<file path="config.mk">
export PLATFORM = sky130hd
export DESIGN_NAME = fetch_seq
export DESIGN_NICKNAME = d
export VERILOG_FILES = /design/src/rtl/fetch_pkg.sv /design/src/rtl/fetch_seq_mem_wait_timer.sv /design/src/rtl/fetch_seq.sv
export SDC_FILE = /design/constraint.sdc
export NUM_CORES = 1
export LEC_CHECK = 0
export CAP_MARGIN = 10
export CORE_ASPECT_RATIO = 1.4
export CORE_MARGIN = 4
export CORE_UTILIZATION = 25
export DETAILED_ROUTE_END_ITERATION = 16
export GPL_TIMING_DRIVEN = 1
export PLACE_DENSITY = 0.44
export SLEW_MARGIN = 40
export SYNTH_ARGS = -nofsm -noshare
export SYNTH_HDL_FRONTEND = slang
export SYNTH_HIERARCHICAL = 1
export SYNTH_SLANG_ARGS = --single-unit
</file>
<file path="constraint.sdc">
create_clock -name clk -period 2.6 [get_ports clk]
set_input_delay 0.26 -clock clk [delete_from_list [all_inputs] [get_ports clk]]
set_output_delay 0.26 -clock clk [all_outputs]
set_load 0.01 [all_outputs]
</file>
<file path="src/rtl/fetch_pkg.sv">
// Shared types and constants for the fetch/decode/indirect sequencer.
package fetch_pkg;

    typedef enum logic [2:0] {
        StIdle,
        StT0,
        StT1,
        StT2,
        StT3,
        StExec,
        StHalted,
        StErr
    } state_t;

    localparam logic [2:0] BUS_NONE = 3'd0;
    localparam logic [2:0] BUS_PC   = 3'd2;
    localparam logic [2:0] BUS_IR   = 3'd5;
    localparam logic [2:0] BUS_MEM  = 3'd7;

    localparam logic [2:0] OPC_REG_IO = 3'd7;

    function automatic logic [7:0] onehot8(input logic [2:0] op);
        return 8'b1 << op;
    endfunction

endpackage

</file>
<file path="src/rtl/fetch_seq_mem_wait_timer.sv">
// Loadable down-counter bounding how long a memory read may wait for mem_ready.
module mem_wait_timer #(
    parameter int unsigned MEM_TIMEOUT = 15
) (
    input  logic clk,
    input  logic reset,
    input  logic load,
    output logic timeout
);

    // Loaded with MEM_TIMEOUT-1 so the last allowed wait cycle sees zero.
    localparam logic [7:0] LOAD_VAL = 8'(MEM_TIMEOUT - 1);

    logic [7:0] cnt_q;

    always_ff @(posedge clk or posedge reset) begin
        if (reset) begin
            cnt_q <= LOAD_VAL;
        end else if (load) begin
            cnt_q <= LOAD_VAL;
        end else if (cnt_q != 8'd0) begin
            cnt_q <= cnt_q - 8'd1;
        end
    end

    assign timeout = (cnt_q == 8'd0);

endmodule

</file>
<file path="src/rtl/fetch_seq.sv">
// T-state sequencer for fetch, decode and indirect cycles; hands decoded ops to the execute unit.
module fetch_seq
    import fetch_pkg::*;
#(
    parameter int unsigned MEM_TIMEOUT = 15,
    parameter int unsigned CNT_W       = 16
) (
    input  logic             clk,
    input  logic             reset,
    input  logic             start,
    input  logic             halt,
    input  logic             ir_i,
    input  logic [2:0]       ir_opcode,
    input  logic             mem_ready,
    input  logic             exec_done,
    output logic [2:0]       bus_sel,
    output logic             mem_read,
    output logic             pc_incr,
    output logic             ld_ar,
    output logic             ld_ir,
    output logic             ld_i,
    output logic [7:0]       dec_op,
    output logic             exec_start,
    output logic             running,
    output logic             err,
    output logic [CNT_W-1:0] instr_cnt
);

    state_t           state_q, state_d;
    logic [2:0]       bus_sel_q, bus_sel_d;
    logic             mem_read_q, mem_read_d;
    logic             ld_ar_q, ld_ar_d;
    logic             ld_i_q, ld_i_d;
    logic [7:0]       dec_op_q, dec_op_d;
    logic             exec_start_q, exec_start_d;
    logic             running_q, running_d;
    logic             err_q, err_d;
    logic [CNT_W-1:0] cnt_q, cnt_d;
    logic             in_t1, in_t3, timeout;

    assign in_t1 = (state_q == StT1);
    assign in_t3 = (state_q == StT3);

    mem_wait_timer #(
        .MEM_TIMEOUT(MEM_TIMEOUT)
    ) u_timer (
        .clk    (clk),
        .reset  (reset),
        .load   (!(in_t1 || in_t3)),
        .timeout(timeout)
    );

    always_comb begin
        state_d = state_q;
        case (state_q)
            StIdle, StHalted: if (start) state_d = StT0;
            StT0:             state_d = StT1;
            StT1: begin
                if (mem_ready)    state_d = StT2;
                else if (timeout) state_d = StErr;
            end
            StT2: begin
                if (ir_opcode != OPC_REG_IO && ir_i) state_d = StT3;
                else                                 state_d = StExec;
            end
            StT3: begin
                if (mem_ready)    state_d = StExec;
                else if (timeout) state_d = StErr;
            end
            StExec:  if (exec_done) state_d = halt ? StHalted : StT0;
            StErr:   state_d = StErr;
            default: state_d = StIdle;
        endcase
    end

    // Registered outputs are decoded from the next state so they line up with it.
    always_comb begin
        bus_sel_d    = BUS_NONE;
        mem_read_d   = 1'b0;
        ld_ar_d      = 1'b0;
        ld_i_d       = 1'b0;
        exec_start_d = 1'b0;
        running_d    = 1'b0;
        err_d        = 1'b0;
        case (state_d)
            StT0: begin
                bus_sel_d = BUS_PC;
                ld_ar_d   = 1'b1;
                running_d = 1'b1;
            end
            StT1, StT3: begin
                bus_sel_d  = BUS_MEM;
                mem_read_d = 1'b1;
                running_d  = 1'b1;
            end
            StT2: begin
                bus_sel_d = BUS_IR;
                ld_ar_d   = 1'b1;
                ld_i_d    = 1'b1;
                running_d = 1'b1;
            end
            StExec: begin
                exec_start_d = (state_q != StExec);
                running_d    = 1'b1;
            end
            StErr:   err_d = 1'b1;
            default: ;
        endcase

        dec_op_d = dec_op_q;
        if (state_q == StT2) dec_op_d = onehot8(ir_opcode);
        if (state_d inside {StIdle, StHalted, StErr}) dec_op_d = '0;

        cnt_d = cnt_q;
        if (state_q == StExec && exec_done) cnt_d = cnt_q + CNT_W'(1);
    end

    always_ff @(posedge clk or posedge reset) begin
        if (reset) begin
            state_q      <= StIdle;
            bus_sel_q    <= BUS_NONE;
            mem_read_q   <= 1'b0;
            ld_ar_q      <= 1'b0;
            ld_i_q       <= 1'b0;
            dec_op_q     <= '0;
            exec_start_q <= 1'b0;
            running_q    <= 1'b0;
            err_q        <= 1'b0;
            cnt_q        <= '0;
        end else begin
            state_q      <= state_d;
            bus_sel_q    <= bus_sel_d;
            mem_read_q   <= mem_read_d;
            ld_ar_q      <= ld_ar_d;
            ld_i_q       <= ld_i_d;
            dec_op_q     <= dec_op_d;
            exec_start_q <= exec_start_d;
            running_q    <= running_d;
            err_q        <= err_d;
            cnt_q        <= cnt_d;
        end
    end

    // Handshake-qualified strobes fire in the mem_ready cycle itself.
    assign pc_incr    = in_t1 && mem_ready;
    assign ld_ir      = in_t1 && mem_ready;
    assign ld_ar      = ld_ar_q || (in_t3 && mem_ready);
    assign bus_sel    = bus_sel_q;
    assign mem_read   = mem_read_q;
    assign ld_i       = ld_i_q;
    assign dec_op     = dec_op_q;
    assign exec_start = exec_start_q;
    assign running    = running_q;
    assign err        = err_q;
    assign instr_cnt  = cnt_q;

endmodule

</file>
Word-level counts from Yosys, hierarchy flattened
Index checks and enable logic that the tools add are counted.

word-level totals
  flip-flop bits (word level) = 44
  bits in read-only memories = 0
  bits in writable memories = 0
  memories kept = 0
  latch bits = 0
  output and inout bits = 35
  input port bits = 10
  word-level logic and storage cells = 66

operators by class
  reductions and logical operators = 16
  muxes and demuxes = 19
  bitwise logic cells = 0
  add/subtract/negate cells = 2
  div/mod/pow operators = 0
  multiply operators = 0
  shift-type cells = 1
  order comparisons = 0
  eq/ne operators = 17

operator list
  cell                                                                     number
  8-bit two-way mux                                                        4
  3-bit equality test, second input constant                               8
  3-bit one-hot mux with 7 select lines                                    1
  3-bit two-way mux                                                        6
  16-bit by 1-bit adder with 16-bit output, second input constant          1
  3-bit by 2-bit equality test with 1-bit output, second input constant    4
  3-bit one-hot mux with 3 select lines                                    1
  8-bit zero test                                                          1
  8-bit nonzero test                                                       1
  1-bit by 3-bit left shift with 8-bit output, first input constant        1
  8-bit by 1-bit subtractor with 8-bit output, second input constant       1
  1-bit two-way mux                                                        7
  3-bit by 1-bit equality test with 1-bit output, second input constant    2
  3-bit zero test                                                          2
  3-bit inequality test, second input constant                             2
  2-bit OR reduction                                                       3
  5-bit OR reduction                                                       1
  1-bit logical AND                                                        4
  3-bit nonzero test                                                       1
  1-bit logical OR                                                         2
  2-bit by 1-bit inequality test with 1-bit output, second input constant  1
  2-bit nonzero test                                                       1

Depth between registers and ports, before layout
  depth in word-level cells = 7
  mapped depth = 10

Cells and area by module
The synthesis kept the hierarchy.

modules (own cells, without submodules)
  module          sequential area each (um^2)  area an instance (um^2)  cells an instance  times used
  fetch_seq       875.8                        1715.4                   156                1
  mem_wait_timer  203.9                        456.7                    48                 1

Worst setup path before layout
No wires, ideal clock.

  path type = reg2out
  from = register, netlist name u_timer/cnt_q[6]
  to = output pc_incr
  required time = 2.340 ns
  arrival = 2.168 ns
  stages on the path, launching flop included = 8
  slack = 0.172 ns
  path through = dfrtp_1 -> or4_4 -> nor3_1 -> nor2b_1 -> nor3_1 -> a211o_4 -> nor2_1 -> buf_4

RTL lines
  element        RTL line         source
  end, declared  fetch_seq.sv:18  output logic pc_incr,

==> results.txt <==
The flow ran to the end, and the final reports show no timing, DRC or antenna violations. The tool flagged a number of max-cap violations equal to 0. The run gives 275 as the number of nets in the finished design. The global placer's final weighted congestion was 0.7389; the async set-reset flop share out of synthesis was 100.0%. STA puts the critical path data arrival time at 2.16 ns. The number of buffers and inverters on the critical path was 1. STA classifies the critical path endpoint as an output port.

For this design the top-level I/O count stands at 45. Critical path start-end classification: register to output port. For the antenna violation net count after detailed routing, the log shows 0. The tools report the DRC violation total after the first TritonRoute iteration as 49. On the critical path the largest part of the delay comes from simple AND/OR/NAND/NOR gates. For this run, design rule violations remaining after detail routing come to 0. The clock transition at the register clock pins on the worst setup and hold paths after CTS was 0.06 ns; the power density of the placed cells was 970.4 nW/um2. For the pin with the worst max-slew slack, the measured transition is 0.6227 ns.

The region available for standard cell placement spans 8508 um2. After clock tree synthesis, the setup repair step added 0 buffers. The number of port buffers was 44. The cell sitting at the root of the clock tree is a sky130_fd_sc_hd__clkbuf_16. The path class of the tightest hold or removal check is input pin to async pin. For the number of placement rows, the log shows 40.

The die covers 10260 um2. Clock latency on the worst-skew pair, taken at its later pin, is 0.28 ns. TritonCTS built the clock tree.

For this run, the top clock speed supported by timing is 413.5 MHz. For the required time of the critical path, the log shows 2.34 ns. The placed instances occupy a cell area of 2818 um2. Detailed routing inserted a total of 1653 vias. Across the VDD grid, the largest voltage drop is 0.4407 mV.

Post-placement cell count: 361. In the global route stage, overall resource usage came out at 10.56%. For this design, the slowest cell found on the critical path is sky130_fd_sc_hd__or4_4.

Dividing the detail-routed wire length by the instance count gives 13.62 um. The logic depth of the worst register-to-register path is 10. The tools report the number of buffers created by CTS as 5. For this configuration, the core starts out at a cell density of 25.53%. From bottom edge to top edge, the die measures 118.3 um. No sink is reached through more buffers than the 2 on the longest clock path. The worst pin sits at a relative slew slack of 58.40%. The largest clock skew in the final design was 0.005657 ns. Dividing the detail-routed via count by the number of cells gives 4.480.

Setup repair after global routing left no endpoint under its margin. The number of storage elements in the synthesis netlist is 43. Synthesis handed over a netlist of 204 instances. The logs give 0.2607 ns for the final hold slack and 216 for the net count after synthesis. After synthesis, the mean cell area works out to 10.65 um2. The worst path uses 93.02% of the clock period. The tree built by TritonCTS fans out to 43 sinks.

Summing every instance area after synthesis gives 2172 um2. The commonest non-fill, non-tap cell in the layout is sky130_fd_sc_hd__clkdlybuf4s50_1. The number of different library cells used by synthesis comes to 58. From synthesis to final layout, the design area changed by 38.54%.

Number of logic stages on the critical path including buffering: 7. The synthesized design contains 0 enable-type register cells. The design draws 2.920 mW. Along the worst path, the maximum fanout reaches 2.

Sequential cells were found to cover 49.71% of the synthesized design area. The logs give 4 for the total iterations of the first detailed-routing run and 0 ns for the accumulated negative setup slack. The count of final max-slew check failures was 0; the placed wire-length estimate was 3.745 mm. The wire length of the first global-routing pass is 8.638 mm. The shortest period the worst path allows was 2.418 ns. STA classifies the critical path startpoint as a register. Static leakage: 1.287 nW. Once layout is complete, the cells apart from fillers number 369. The number of hold violations in the final report was 0. The top cell types in the final layout, fill and taps aside, are sky130_fd_sc_hd__clkdlybuf4s50_1 (42), sky130_fd_sc_hd__dfrtp_1 (40), sky130_fd_sc_hd__buf_4 (17). The predominant post-synthesis flop cell is sky130_fd_sc_hd__dfrtp_1. The critical path goes through or4_4 > nor3_4 > nor2b_4 > nor3_1 > a211o_4 > nor2_4 > buf_2. The tools report the count of synthesis-stage warnings from yosys as 6. For the total setup violations reported at the end of the flow, the log shows 0. The detailed-route wire length came out at 5.026 mm.

The finished cells cover 3009 um2. The total global routing overflow was 0. The initial antenna violation count was 0; the via count of the first global-routing pass was 1720. The number of H-tree levels came out at 2. The repair_antennas step left the layout with diodes totalling 0. In this run the horizontal extent of the chip is 86.78 um. The largest net degree at the start of global routing is 36. For this run, the slowest stage of the critical path takes 0.56 ns. The proportion of layout cells with a drive suffix above 1 was 19.70%.
[state kept, by name, indices dropped and copies added, names as in the netlist]
signal / cells
state_q: 3
mem_read: 1
u_timer/cnt_q: 8
bus_sel: 2
ld_i: 1
dec_op: 8
exec_start: 1
ld_ar_q: 1
instr_cnt: 16
err: 1
running: 1
[synthesized netlist by cell type, types with 2 or more instances]
cell type                  count  area, um2
sky130_fd_sc_hd__dfstp_2       3      78.83
sky130_fd_sc_hd__nor3_4        2      32.53
sky130_fd_sc_hd__inv_1         8      30.03
sky130_fd_sc_hd__a21oi_1      15      75.07
sky130_fd_sc_hd__xor2_1        6      52.55
sky130_fd_sc_hd__o21ai_1       3      15.01
sky130_fd_sc_hd__or3_1         3      18.77
sky130_fd_sc_hd__clkbuf_2      2      10.01
sky130_fd_sc_hd__nand3b_1      2      15.01
sky130_fd_sc_hd__ha_1          2      25.02
sky130_fd_sc_hd__xnor2_1      12      105.1
sky130_fd_sc_hd__nand2_1      12      45.04
sky130_fd_sc_hd__nand3_1       6      30.03
sky130_fd_sc_hd__dfrtp_1      40       1001
sky130_fd_sc_hd__o21ai_0       4      20.02
sky130_fd_sc_hd__nand2b_1      2      12.51
sky130_fd_sc_hd__nor3_1       13      65.06
sky130_fd_sc_hd__nor2_1       14      52.55
sky130_fd_sc_hd__and3_1        5      31.28
sky130_fd_sc_hd__buf_6         3      33.78
sky130_fd_sc_hd__nor4b_1       3      26.28
sky130_fd_sc_hd__buf_4         3      22.52
sky130_fd_sc_hd__a21o_1        2      15.01
sky130_fd_sc_hd__mux2_2        2      22.52
sky130_fd_sc_hd__nor2b_1       4      25.02
[worst paths after layout]
kind                                   from               end  slack [ns]
max                        u_timer/cnt_q[6]             ld_ir        0.18
min                                   reset  u_timer/cnt_q[5]        0.26
max reg2reg                u_timer/cnt_q[1]         dec_op[1]        0.24
min reg2reg                   instr_cnt[15]     instr_cnt[15]        0.48
max in group asynchronous             reset         dec_op[1]        1.86
min in group clk              instr_cnt[15]     instr_cnt[15]        0.48
[power breakdown]
part | leakage, nW | switching (mW) | internal (mW)
sequential | 0.566 | 0.151 | 0.806
combinational | 0.637 | 0.619 | 0.612
clock | 0.0844 | 0.274 | 0.458
[worst register-to-register path: cells and delay by family (launching register included)]
family	cells	cell delay, ns
compound gates	2	0.41
buf+inv	3	0.36
flops	1	0.53
simple gates	4	0.71
fa+ha+maj	1	0.21
[repair_timing]
action,CTS,global route
hold buffers,0,0
resized for setup,10,6
hold endpoints to repair,0,0
setup endpoints to repair,2,2
pin swaps,1,1
[cells by family after synthesis]
family,Yosys count,share of synthesized area (%)
xor+xnor,18,7.258
flops,43,49.71
buf+inv,20,5.357
simple gates,82,23.50
fa+ha+maj,2,1.152
compound gates,36,11.52
mux,3,1.498
[per-layer routing]
layer | global-route usage [%] | up-vias | part of all wire, %
met5 | 0 | - | 0
met4 | 3.509 | 0 | 0.48
met1 | 13.64 | 780 | 45
met2 | 17.15 | 43 | 50
met3 | 2.510 | 3 | 5.3
li1 | - | 827 | -
[layout make-up]
type / instances / area [um2]
Inverter: 10 / 42.54
Timing Repair Buffer: 62 / 578.1
Fill cell: 889 / 5499
Tap cell: 105 / 131.4
Clock inverter: 3 / 47.55
Clock buffer: 5 / 125.1
Multi-Input combinational cell: 141 / 1005
Sequential cell: 43 / 1080
[per-stage QoR]
stage	utilization (%)	setup slack, ns
global route	35.37	0.06685
floorplan	-	0.1724
detailed placement	33.12	-0.1328
finish	35.37	0.1816
global placement	33.12	-0.1121
CTS	35.35	0.01943
(Power assumes the default switching activity.)
